[src/rtl/fetch_pkg.sv]
// Shared fetch/decode bundle types and the lane packing helpers used on both sides
// of the fetch->decode interface.
package fetch_pkg;

  localparam int unsigned LANES      = 4;
  localparam int unsigned PC_WIDTH   = 16;
  localparam int unsigned LANE_BUS_W = LANES * PC_WIDTH;

  typedef struct packed {
    logic [LANES-1:0][PC_WIDTH-1:0] pc;
    logic [LANES-1:0][PC_WIDTH-1:0] inst;
    logic [LANES-1:0][PC_WIDTH-1:0] recv_pc;
    logic [LANES-1:0]               pred;
  } fetch_bundle_t;

  function automatic fetch_bundle_t pack_bundle(
    input logic [LANE_BUS_W-1:0] pc,
    input logic [LANE_BUS_W-1:0] inst,
    input logic [LANE_BUS_W-1:0] recv_pc,
    input logic [LANES-1:0]      pred
  );
    fetch_bundle_t b;
    b.pc      = pc;
    b.inst    = inst;
    b.recv_pc = recv_pc;
    b.pred    = pred;
    return b;
  endfunction

  function automatic void unpack_bundle(
    input  fetch_bundle_t         b,
    output logic [LANE_BUS_W-1:0] pc,
    output logic [LANE_BUS_W-1:0] inst,
    output logic [LANE_BUS_W-1:0] recv_pc,
    output logic [LANES-1:0]      pred
  );
    pc      = b.pc;
    inst    = b.inst;
    recv_pc = b.recv_pc;
    pred    = b.pred;
  endfunction

endpackage

[src/rtl/dfq_storage.sv]
// Bundle register array for the decode fetch queue: one synchronous write port,
// one asynchronous read port. Contents are not reset.
module dfq_storage
  import fetch_pkg::*;
#(
  parameter int unsigned DEPTH  = 4,
  parameter int unsigned ADDR_W = 2
) (
  input  logic              clk,
  input  logic              we_i,
  input  logic [ADDR_W-1:0] waddr_i,
  input  fetch_bundle_t     wdata_i,
  input  logic [ADDR_W-1:0] raddr_i,
  output fetch_bundle_t     rdata_o
);

  fetch_bundle_t mem_q [DEPTH];

  always_ff @(posedge clk) begin
    if (we_i) begin
      mem_q[waddr_i] <= wdata_i;
    end
  end

  assign rdata_o = mem_q[raddr_i];

endmodule

[src/rtl/decode_fetch_queue.sv]
// Decode-side FIFO for 4-wide fetch bundles with registered stall back-pressure
// and mispredict flush. Optional same-cycle bypass on an empty queue: DFQ_BYPASS_EN.
module decode_fetch_queue
  import fetch_pkg::*;
#(
  parameter int unsigned DEPTH    = 4,
  parameter int unsigned PC_WIDTH = 16
) (
  input  logic                        clk,
  input  logic                        rst,
  input  logic                        fetch_vld,
  input  logic [4*PC_WIDTH-1:0]       pc_to_dec,
  input  logic [4*PC_WIDTH-1:0]       inst_to_dec,
  input  logic [4*PC_WIDTH-1:0]       recv_pc_to_dec,
  input  logic [3:0]                  pred_result_to_dec,
  input  logic                        has_mispredict,
  input  logic                        dec_rdy,
  output logic                        stall_fetch,
  output logic                        dec_vld,
  output logic [4*PC_WIDTH-1:0]       dec_pc,
  output logic [4*PC_WIDTH-1:0]       dec_inst,
  output logic [4*PC_WIDTH-1:0]       dec_recv_pc,
  output logic [3:0]                  dec_pred,
  output logic [$clog2(DEPTH+1)-1:0]  count,
  output logic                        overflow
);

  localparam int unsigned PTR_W = $clog2(DEPTH);
  localparam int unsigned CNT_W = $clog2(DEPTH + 1);

  logic [PTR_W-1:0] wr_ptr_q, wr_ptr_d, rd_ptr_q, rd_ptr_d;
  logic [CNT_W-1:0] count_q, count_d;
  logic             stall_q, stall_d;
  logic             ovf_q, ovf_d;

  logic             empty_c, full_c, bypass_c, pop_c, push_c;
  fetch_bundle_t    in_bundle_c, rd_bundle_c, head_c;

  assign in_bundle_c = pack_bundle(pc_to_dec, inst_to_dec, recv_pc_to_dec, pred_result_to_dec);
  assign empty_c     = (count_q == '0);
  assign full_c      = (count_q == CNT_W'(DEPTH));

`ifdef DFQ_BYPASS_EN
  assign bypass_c = empty_c & fetch_vld & dec_rdy & ~has_mispredict;
`else
  assign bypass_c = 1'b0;
`endif

  // A pop frees the head slot at the same edge, so a full queue still accepts.
  assign pop_c  = ~empty_c & dec_rdy & ~has_mispredict;
  assign push_c = fetch_vld & ~has_mispredict & ~bypass_c & (~full_c | pop_c);

  dfq_storage #(
    .DEPTH  (DEPTH),
    .ADDR_W (PTR_W)
  ) u_storage (
    .clk     (clk),
    .we_i    (push_c),
    .waddr_i (wr_ptr_q),
    .wdata_i (in_bundle_c),
    .raddr_i (rd_ptr_q),
    .rdata_o (rd_bundle_c)
  );

  // Next-state for pointers, occupancy, stall and sticky overflow.
  always_comb begin
    wr_ptr_d = wr_ptr_q;
    rd_ptr_d = rd_ptr_q;
    count_d  = count_q;
    stall_d  = stall_q;
    ovf_d    = ovf_q;
    if (has_mispredict) begin
      wr_ptr_d = '0;
      rd_ptr_d = '0;
      count_d  = '0;
      stall_d  = 1'b0;
    end else begin
      if (push_c) wr_ptr_d = wr_ptr_q + PTR_W'(1);
      if (pop_c)  rd_ptr_d = rd_ptr_q + PTR_W'(1);
      if (push_c && !pop_c)      count_d = count_q + CNT_W'(1);
      else if (pop_c && !push_c) count_d = count_q - CNT_W'(1);
      if (fetch_vld && full_c && !pop_c) ovf_d = 1'b1;
      stall_d = (count_d >= CNT_W'(DEPTH - 1));
    end
  end

  always_ff @(posedge clk) begin
    if (rst) begin
      wr_ptr_q <= '0;
      rd_ptr_q <= '0;
      count_q  <= '0;
      stall_q  <= 1'b0;
      ovf_q    <= 1'b0;
    end else begin
      wr_ptr_q <= wr_ptr_d;
      rd_ptr_q <= rd_ptr_d;
      count_q  <= count_d;
      stall_q  <= stall_d;
      ovf_q    <= ovf_d;
    end
  end

  // Head data is forced to zero when nothing is valid so stale storage never leaks out.
  always_comb begin
    head_c = '0;
    if (!empty_c) head_c = rd_bundle_c;
    if (bypass_c) head_c = in_bundle_c;
    unpack_bundle(head_c, dec_pc, dec_inst, dec_recv_pc, dec_pred);
  end

  assign dec_vld     = ~empty_c | bypass_c;
  assign stall_fetch = stall_q;
  assign count       = count_q;
  assign overflow    = ovf_q;

endmodule

[config.mk]
export PLATFORM = sky130hd
export DESIGN_NAME = decode_fetch_queue
export DESIGN_NICKNAME = d
export VERILOG_FILES = /design/src/rtl/fetch_pkg.sv /design/src/rtl/dfq_storage.sv /design/src/rtl/decode_fetch_queue.sv
export SDC_FILE = /design/constraint.sdc
export NUM_CORES = 1
export LEC_CHECK = 0
export CORE_MARGIN = 2
export CORE_UTILIZATION = 55
export CTS_CLUSTER_DIAMETER = 40
export DETAILED_ROUTE_END_ITERATION = 8
export PLACE_DENSITY_LB_ADDON = 0.15
export SYNTH_ARGS = -nofsm -noshare
export SYNTH_HDL_FRONTEND = slang
export SYNTH_SLANG_ARGS = --single-unit
[constraint.sdc]
create_clock -name clk -period 7.55 [get_ports clk]
set_input_delay 1.51 -clock clk [delete_from_list [all_inputs] [get_ports clk]]
set_output_delay 1.51 -clock clk [all_outputs]
set_load 0.05 [all_outputs]
=== Word-level counts from Yosys, hierarchy flattened ===
Memories as Yosys holds them, arrays and structs flattened. A register that Yosys moved wholly into a read port is not among the register bits.
Index checks and enable logic that the tools add are counted.

* Word-level logic and storage cells: 37
* Register bits after elaboration: 9
* RAM bits: 784
* Memory bits (read-only): 0
* Memories: 1
* Latch bits: 0
* Input bits: 201
* Output and inout port bits: 202

* Multiply operators: 0
* Reduce and logical (&&, ||, !) cells: 9
* Divide/modulo/power cells: 0
* Order comparisons: 1
* Eq/ne operators: 1
* Mux-type cells: 8
* Bitwise operators: 8
* Add/sub/neg operators: 4
* Shifts and indexed selects: 0

{| class="wikitable"
|+ Memories
! name !! words !! bits a word !! rd ports !! clocked after Yosys merged registers in !! wr ports !! line !! text
|-
| u_storage.mem_q || 4 || 196 || 1 || 1 || 1 || dfq_storage.sv:17 || <nowiki>fetch_bundle_t mem_q [DEPTH];</nowiki>
|}

{| class="wikitable"
|+ Operator list
! cell !! count
|-
| two-way mux 196 bit || 1
|-
| two-way mux 3 bit || 3
|-
| adder 2 x 1 -> 2 bit (second input constant) || 2
|-
| AND 1 bit || 4
|-
| logical AND 1 bit || 4
|-
| two-way mux 2 bit || 2
|-
| adder 3 x 1 -> 3 bit (second input constant) || 1
|-
| equality test 3 bit (second input constant) || 1
|-
| greater-or-equal comparator 3 x 2 -> 1 bit (second input constant) || 1
|-
| logical NOT 3 bit || 1
|-
| NOT 1 bit || 3
|-
| subtractor 3 x 1 -> 3 bit (second input constant) || 1
|-
| logical NOT 1 bit || 2
|-
| two-way mux 1 bit || 2
|-
| AND reduction 2 bit || 1
|-
| OR reduction 2 bit || 1
|-
| bitwise OR 1 bit || 1
|}

=== Logic depth before layout (Yosys ltp) ===
Gate-level depths: netlist (run 1).

* Word-level depth: 12
* Depth in mapped cells: 9
* Depth with buffers taken out: 7

=== Hierarchy ===
Synthesis (run 1) repeated with hierarchy kept, for this count alone.

* Cell total of the unflattened synthesis: 1298
* Area, all modules: 30117.6 µm²

{| class="wikitable"
|+ By module, submodules not included
! module !! cells each !! area an instance (µm²) !! seq. area each (µm²) !! instances
|-
| dfq_storage || 1028 || 28307.1 || 23542.6 || 1
|-
| decode_fetch_queue || 270 || 1810.5 || 180.2 || 1
|}

=== Worst setup path before layout (run 1) ===
No wires, ideal clock.

* Path kind: input -> register
* From: input port dec_rdy
* To: memory u_storage.mem_q[1][0] (netlist bit) (enable)
* Stages: 3
* Buffers on the path: 0
* Path slack: 503 ps
* Setup time: 580 ps
* Data arrival time: 6467 ps
* Cells stage by stage: and3b_1 nor3_2 and2_1

* Cells in the longest elaborated chain, start to end: 6

{| class="wikitable"
|+ RTL lines
! item !! line !! text
|-
| from (decl) || decode_fetch_queue.sv:17 || <nowiki>input logic dec_rdy,</nowiki>
|-
| AND 1 bit (2 in a row) || decode_fetch_queue.sv:50 || <nowiki>assign pop_c = ~empty_c & dec_rdy & ~has_mispredict;</nowiki>
|-
| bitwise OR 1 bit || decode_fetch_queue.sv:51 || <nowiki>assign push_c = fetch_vld & ~has_mispredict & ~bypass_c & (~full_c | pop_c);</nowiki>
|-
| AND 1 bit || decode_fetch_queue.sv:51 ||
|-
| two-way mux 1 bit || dfq_storage.sv:20 || <nowiki>if (we_i) begin</nowiki>
|-
| two-way mux 1 bit (implied by the code) || dfq_storage.sv:21 || <nowiki>mem_q[waddr_i] <= wdata_i;</nowiki>
|-
| to (decl) || dfq_storage.sv:17 ||
|}

Every way passes these cells.

=== Final worst setup path (run 1) ===
* From: register count_q[1], in the netlist count[1]
* To: output port dec_recv_pc[55]

* Cells in the longest elaborated chain, start to end: 2

{| class="wikitable"
|+ RTL lines
! item !! line !! text
|-
| from (decl) || decode_fetch_queue.sv:32 || <nowiki>logic [CNT_W-1:0] count_q, count_d;</nowiki>
|-
| from (signal assigned) || decode_fetch_queue.sv:97 || <nowiki>count_q <= count_d;</nowiki>
|-
| logical NOT 3 bit || decode_fetch_queue.sv:40 || <nowiki>assign empty_c = (count_q == '0);</nowiki>
|-
| two-way mux 196 bit || decode_fetch_queue.sv:106 || <nowiki>if (!empty_c) head_c = rd_bundle_c;</nowiki>
|-
| to (decl) || decode_fetch_queue.sv:22 || <nowiki>output logic [4*PC_WIDTH-1:0] dec_recv_pc,</nowiki>
|}

Every way passes these cells.

==> flow_summary.json, run 1 <==
{
  "status": "complete, no violations",
  "maxCapViolations": 0,
  "critPathKind": "reg2out",
  "final.setup.worst_slack_ps": 2120,
  "die_w_um": 238,
  "die_h_um": 238,
  "post_cts_resized": 0,
  "r2r_cells": 6,
  "holdPathEnd": "overflow$_SDFFE_PP0P_",
  "pin_count": 403,
  "period_share": 0.720,
  "arrival_ps": 3920,
  "synth_warnings": 0,
  "clock_skew_ps": 17.2,
  "clock_latency_ps": 620,
  "worst_pin_slew_ps": 1030,
  "netlist_area_um2": 30200,
  "min_period_ps": 5430,
  "regToRegSetupSlack_ps": 4290,
  "cts_sinks": 795,
  "slew_headroom": 0.316,
  "avgSynthCellArea_um2": 23.0,
  "drc": 0,
  "avgViaCountPerCell": 5.64,
  "wl_um": 61300,
  "slowest_stage": "clkdlybuf4s50_1",
  "crit_family": "buffers and inverters",
  "yosysSeqAreaShare": 0.787,
  "achievable-frequency_mhz": 184,
  "synth_area_leader_cell": "edfxtp_1",
  "drtIter0Drc": 873,
  "initial_utilization": 0.559,
  "start_kind": "flip-flop",
  "powerDensity_nw_per_um2": 268,
  "r2r_end": "u_storage.mem_q[2][103]$_DFFE_PP_",
  "syn_nets": 1519,
  "grt_pass1_vias": 15100,
  "pre_cts_ws_ps": 2690,
  "syn_to_final_growth_pct": 27.3,
  "cts_tree": "built",
  "setup_violations": 0,
  "grt_usage": 0.218,
  "final_max_slew_viol_count": 0,
  "hold_buffers": 0,
  "crit_buf_inv": 4,
  "synth_top_area_share": 0.779,
  "fin_tns_setup_ps": 0,
  "num-nets-final": 1972,
  "place_congestion": 0.748,
  "num_rows": 85,
  "antenna_found_initial": 12,
  "cts.clk_slew.worst_paths_ps": 60,
  "hold_path_class": "reg2reg",
  "port_buffers": 402,
  "grt_max_degree": 120,
  "synthMostInstantiatedCell": "edfxtp_1",
  "hold_start": "overflow$_SDFFE_PP0P_",
  "ys_ff_latch": 795,
  "rsz0062_at_grt": "no",
  "cts_root_buffer": "clkbuf_16",
  "synthFlopType": "edfxtp_1",
  "cts_buffers": 100,
  "synth_area_leaders": "edfxtp_1 (78%), mux4_2 (15%), and2_1 (4.1%), dfxtp_1 (0.73%), buf_6 (0.63%)",
  "path_depth": 7,
  "drive_gt1_frac": 0.213,
  "synth_edf_count": 784,
  "path_max_fanout": 90,
  "required_ps": 6040,
  "endpoint_kind": "output port",
  "r2r_start": "count[1]$_SDFF_PP0_",
  "peakVddDrop_mv": 0.222,
  "p_leak_nw": 12.2,
  "wl_per_cell_um": 24.0,
  "dr.pass1.iters": 5,
  "finalHoldViolCount": 0,
  "gr-total-overflow": 0,
  "grt_pass1_wl_um": 91800,
  "post_cts_buffers": 0,
  "htreeDepth": 3,
  "synth_common_cells": "edfxtp_1 (784), and2_1 (200), mux4_2 (196)",
  "async_flop_share": 0,
  "vias": 14400,
  "dieArea_um2": 56800,
  "cts_buffer_depth": 3,
  "hpwlAfterDp_um": 35200,
  "max_stage_delay_ps": 820,
  "ys_types": 33,
  "core_um2": 54000,
  "ant_nets": 0,
  "syn_inst": 1311,
  "holdPathStages": 2,
  "crit_chain": "inv_1 -> ha_1 -> nor2b_4 -> inv_4 -> buf_4 -> and2_1 -> clkdlybuf4s50_1"
}
-- cells in the final DEF, fill, tap and decap left out, drive strengths merged, types with 2 or more instances in the layout --
cell type | netlist | routed
nor2 | 8 | 8
mux2i | 3 | 3
diode | 0 | 6
clkdlybuf4s50 | 0 | 402
dfxtp | 11 | 11
o21ai | 2 | 2
ha | 7 | 7
edfxtp | 784 | 784
mux4 | 196 | 196
clkbuf | 26 | 113
nor2b | 3 | 3
bufinv | 0 | 14
buf | 41 | 16
a21oi | 5 | 5
clkinvlp | 0 | 14
and2 | 200 | 200
clkinv | 0 | 33
inv | 8 | 24
o31ai | 2 | 2
-- cell families after synthesis --
| logic type | synth area share |
|---|---|
| simple gates | 0.0457 |
| fa+ha+maj | 0.00290 |
| buf+inv | 0.0146 |
| compound gates | 0.00248 |
| mux | 0.147 |
| flops | 0.787 |
| xor+xnor | 0.000580 |
-- sequential cells by signal (all words and copies together) (netlist names), named ones only --
register,count
count,3
stall_fetch,1
u_storage.mem_q,784
rd_ptr_q,2
overflow,1
wr_ptr_q,2
-- area by class of cell --
class	count	area, µm²
antenna	6	15.0
multi-input combinational	441	6020
tap	696	871
clock buffer	113	2620
sequential	795	23800
fill	3219	15600
clock inverter	77	893
inverter	8	32.5
timing repair buffer	418	4230
-- routing by layer --
metal	GRT usage	part of all wire
met4	0.0693	0.019
met3	0.0670	0.082
met5	0	0.0015
met1	0.294	0.40
met2	0.344	0.49
-- power breakdown --
| group | switching, mW | total [mW] | internal (mW) | leakage (nW) |
|---|---|---|---|---|
| clock network | 1.86 | 4.87 | 3.01 | 1.68 |
| registers | 0.0154 | 4.94 | 4.92 | 7.21 |
| logic | 0.277 | 0.495 | 0.218 | 3.33 |
| total | 2.15 | 10.3 | 8.15 | 12.2 |
-- how the worst max path moves through the flow --
stage / slack, ps / from / end
2_1_floorplan: 500 / dec_rdy / u_storage.mem_q[1][0]$_DFFE_PP_
3_5_place_dp: 2690 / count[1]$_SDFF_PP0_ / dec_inst[57]
3_3_place_gp: 2750 / count[1]$_SDFF_PP0_ / dec_pc[39]
5_1_grt: 1850 / count[1]$_SDFF_PP0_ / dec_recv_pc[55]
6_report: 2120 / count[1]$_SDFF_PP0_ / dec_recv_pc[55]
4_1_cts: 2000 / count[1]$_SDFF_PP0_ / dec_inst[57]
-- tightest hold or removal path, cell delays in order, from the launching register on --
cell and delay (ps):
dfxtp_1 350, a21oi_1 50, nor2_1 70
-- stage by stage --
step / area (µm²) / hold WS [ps] / utilization / power [mW] / std cells
finish: 38400 / 504 / 0.712 / 10.3 / 2554
global route: 38400 / 550 / 0.711 / 10.6 / 2551
CTS: 38400 / 511 / 0.711 / 10.4 / 2548
detailed placement: 34900 / 493 / 0.646 / 5.52 / 2358
global placement: 34900 / 480 / 0.646 / 5.51 / 2358
floorplan: 30200 / 485 / - / 5.28 / 1311
Power figures use the tool's default switching activity.
==> run 2: changes to the inputs <==
Clock period 7.55 ns to 5.6 ns, I/O delays scaled along.
==> run 2 against run 1 <==
- final cell count rose by 0.59%
- routed wire length rose by 1.4%
- total power rose by 33%
- global-route usage rose by 0.25 points
- flip-flop and latch count did not move
- combinational power rose by 36%
- critical path depth did not move
- final area rose by 0.20%
- critical endpoint is now dec_recv_pc[45]
- largest cell class unchanged
- highest routed layer unchanged
==> flow_summary.json, run 2 (synthesis gave the netlist of run 1 again) <==
{
  "maxCapViolations": 0,
  "start_kind": "flip-flop",
  "clock_power_share": 0.464,
  "avgViaCountPerCell": 5.61,
  "design_area_um2": 38500,
  "critPathLaunch": "count[0]$_SDFF_PP0_",
  "achievable-frequency_mhz": 215,
  "ant_nets": 0,
  "cp-endpoint": "dec_recv_pc[45]",
  "htreeDepth": 3,
  "drive_gt1_frac": 0.210,
  "port_buffers": 402,
  "peakVddDrop_mv": 0.310,
  "r2r_cells": 6,
  "powerDensity_nw_per_um2": 355,
  "drtIter0Drc": 985,
  "switching_share": 0.207,
  "core_um2": 54000,
  "required_ps": 4480,
  "initial_utilization": 0.559,
  "num-nets-final": 1982,
  "vias": 14400,
  "p_int_mw": 10.8,
  "status": "complete, no violations",
  "hpwlAfterDp_um": 36800,
  "cts_tree": "built",
  "largest_register_ffs": 784,
  "setup_violations": 0,
  "final_cell_mix": "edfxtp_1 (784), clkdlybuf4s50_1 (402), mux4_2 (196), and2_1 (196), clkbuf_16 (101)",
  "num_rows": 85,
  "drc": 0,
  "fin_tns_setup_ps": 0,
  "dpl-instance-area_um2": 35100,
  "grt_max_degree": 145,
  "p_switching_mw": 2.84,
  "gr-total-overflow": 0,
  "seq_power_share": 0.486,
  "clock_skew_ps": 13.4,
  "worst_pin_slew_ps": 1010,
  "hold_path_class": "reg2reg",
  "grt_pass1_vias": 15100,
  "fill_cells": 3249,
  "finalHoldViolCount": 0,
  "dr.pass1.iters": 4,
  "cts_sinks": 795,
  "regArea_um2": 23800,
  "p_leak_nw": 12.2,
  "slew_headroom": 0.325,
  "combPwrFrac": 0.049,
  "dieArea_um2": 56800,
  "cts_buffer_depth": 3,
  "cts_buffers": 99,
  "endpoint_kind": "output port",
  "largest-register": "u_storage.mem_q",
  "hold_buffers": 0,
  "pin_count": 403,
  "period_share": 0.832,
  "post_cts_resized": 0,
  "min_period_ps": 4660,
  "clock_latency_ps": 620,
  "grt_pass1_wl_um": 92300,
  "post_cts_buffers": 0,
  "regToRegSetupSlack_ps": 2680,
  "r2r_start": "count[0]$_SDFF_PP0_",
  "arrival_ps": 3540,
  "final_common_cell": "edfxtp_1",
  "critPathKind": "reg2out",
  "cts_root_buffer": "clkbuf_16",
  "cts.clk_slew.worst_paths_ps": 50,
  "holdPathStages": 2,
  "multiInputGateArea_um2": 6020,
  "grt_usage": 0.220,
  "rsz0062_at_grt": "no",
  "die_h_um": 238,
  "place_congestion": 0.747,
  "r2r_end": "u_storage.mem_q[1][22]$_DFFE_PP_",
  "path_max_fanout": 70,
  "syn_to_final_growth_pct": 27.5,
  "final_max_slew_viol_count": 0,
  "die_w_um": 238,
  "wl_per_cell_um": 24.2,
  "wl_um": 62200,
  "antenna_found_initial": 20
}
## run 2: cell count changes in the layout (fill, tap and decap cells not counted), sizes merged
cell / previous run / this run
buf: 16 / 27
diode: 6 / 14
clkbuf: 113 / 116
clkinvlp: 14 / 11
inv: 24 / 21
bufinv: 14 / 12
clkinv: 33 / 34
## run 2: final cells by class
type	instances	area share
sequential	795	0.617
tap	696	0.0226
antenna	14	0.000909
clock buffer	116	0.0673
timing repair buffer	429	0.115
inverter	8	0.000844
multi-input combinational	441	0.156
clock inverter	70	0.0202
## run 2: how the worst min path moves through the flow
stage / startpoint / endpoint / slack [ps]
floorplan: rd_ptr_q[1]$_SDFFE_PP0P_ / flip-flop / 480
global placement: overflow$_SDFFE_PP0P_ / overflow$_SDFFE_PP0P_ / 460
detailed placement: overflow$_SDFFE_PP0P_ / overflow$_SDFFE_PP0P_ / 470
CTS: overflow$_SDFFE_PP0P_ / overflow$_SDFFE_PP0P_ / 490
global route: overflow$_SDFFE_PP0P_ / overflow$_SDFFE_PP0P_ / 520
finish: overflow$_SDFFE_PP0P_ / overflow$_SDFFE_PP0P_ / 470
## run 2: metal layers
metal  track usage  part of all wire  wire length (µm)  up-vias
li1              -                 -                 -     6365
met1         0.295              0.41             25300     7497
met2         0.348              0.49             30700      420
met3        0.0729             0.077              4790      105
met4        0.0661             0.021              1320       18
met5             0            0.0020               126        -
## run 2: through the flow
stage / setup slack [ps] / total power [mW] / cells / hold slack [ps] / utilization
after global routing: 730 / 14.1 / 2561 / 517 / 0.713
after CTS: 833 / 13.8 / 2555 / 485 / 0.712
after floorplan: 1120 / 7.11 / 1311 / 485 / -
after global placement: 1570 / 7.43 / 2369 / 460 / 0.650
after detailed placement: 1530 / 7.45 / 2369 / 470 / 0.650
final: 938 / 13.7 / 2569 / 473 / 0.713
## run 2: worst max-delay path, stage by stage, from the launching register on
cell and delay [ps]:
dfxtp_1 380, inv_1 100, ha_1 250, nor2b_4 160
inv_4 560, buf_12 350, and2_1 270, clkdlybuf4s50_1 840
## run 2: power by group through the flow
stage / Clock, mW / Combinational, mW / Sequential (mW)
after floorplan: 0 / 0.326 / 6.78
after global placement: 0 / 0.664 / 6.77
after detailed placement: 0 / 0.678 / 6.78
after CTS: 6.47 / 0.682 / 6.65
after global routing: 6.72 / 0.712 / 6.66
final: 6.35 / 0.674 / 6.65
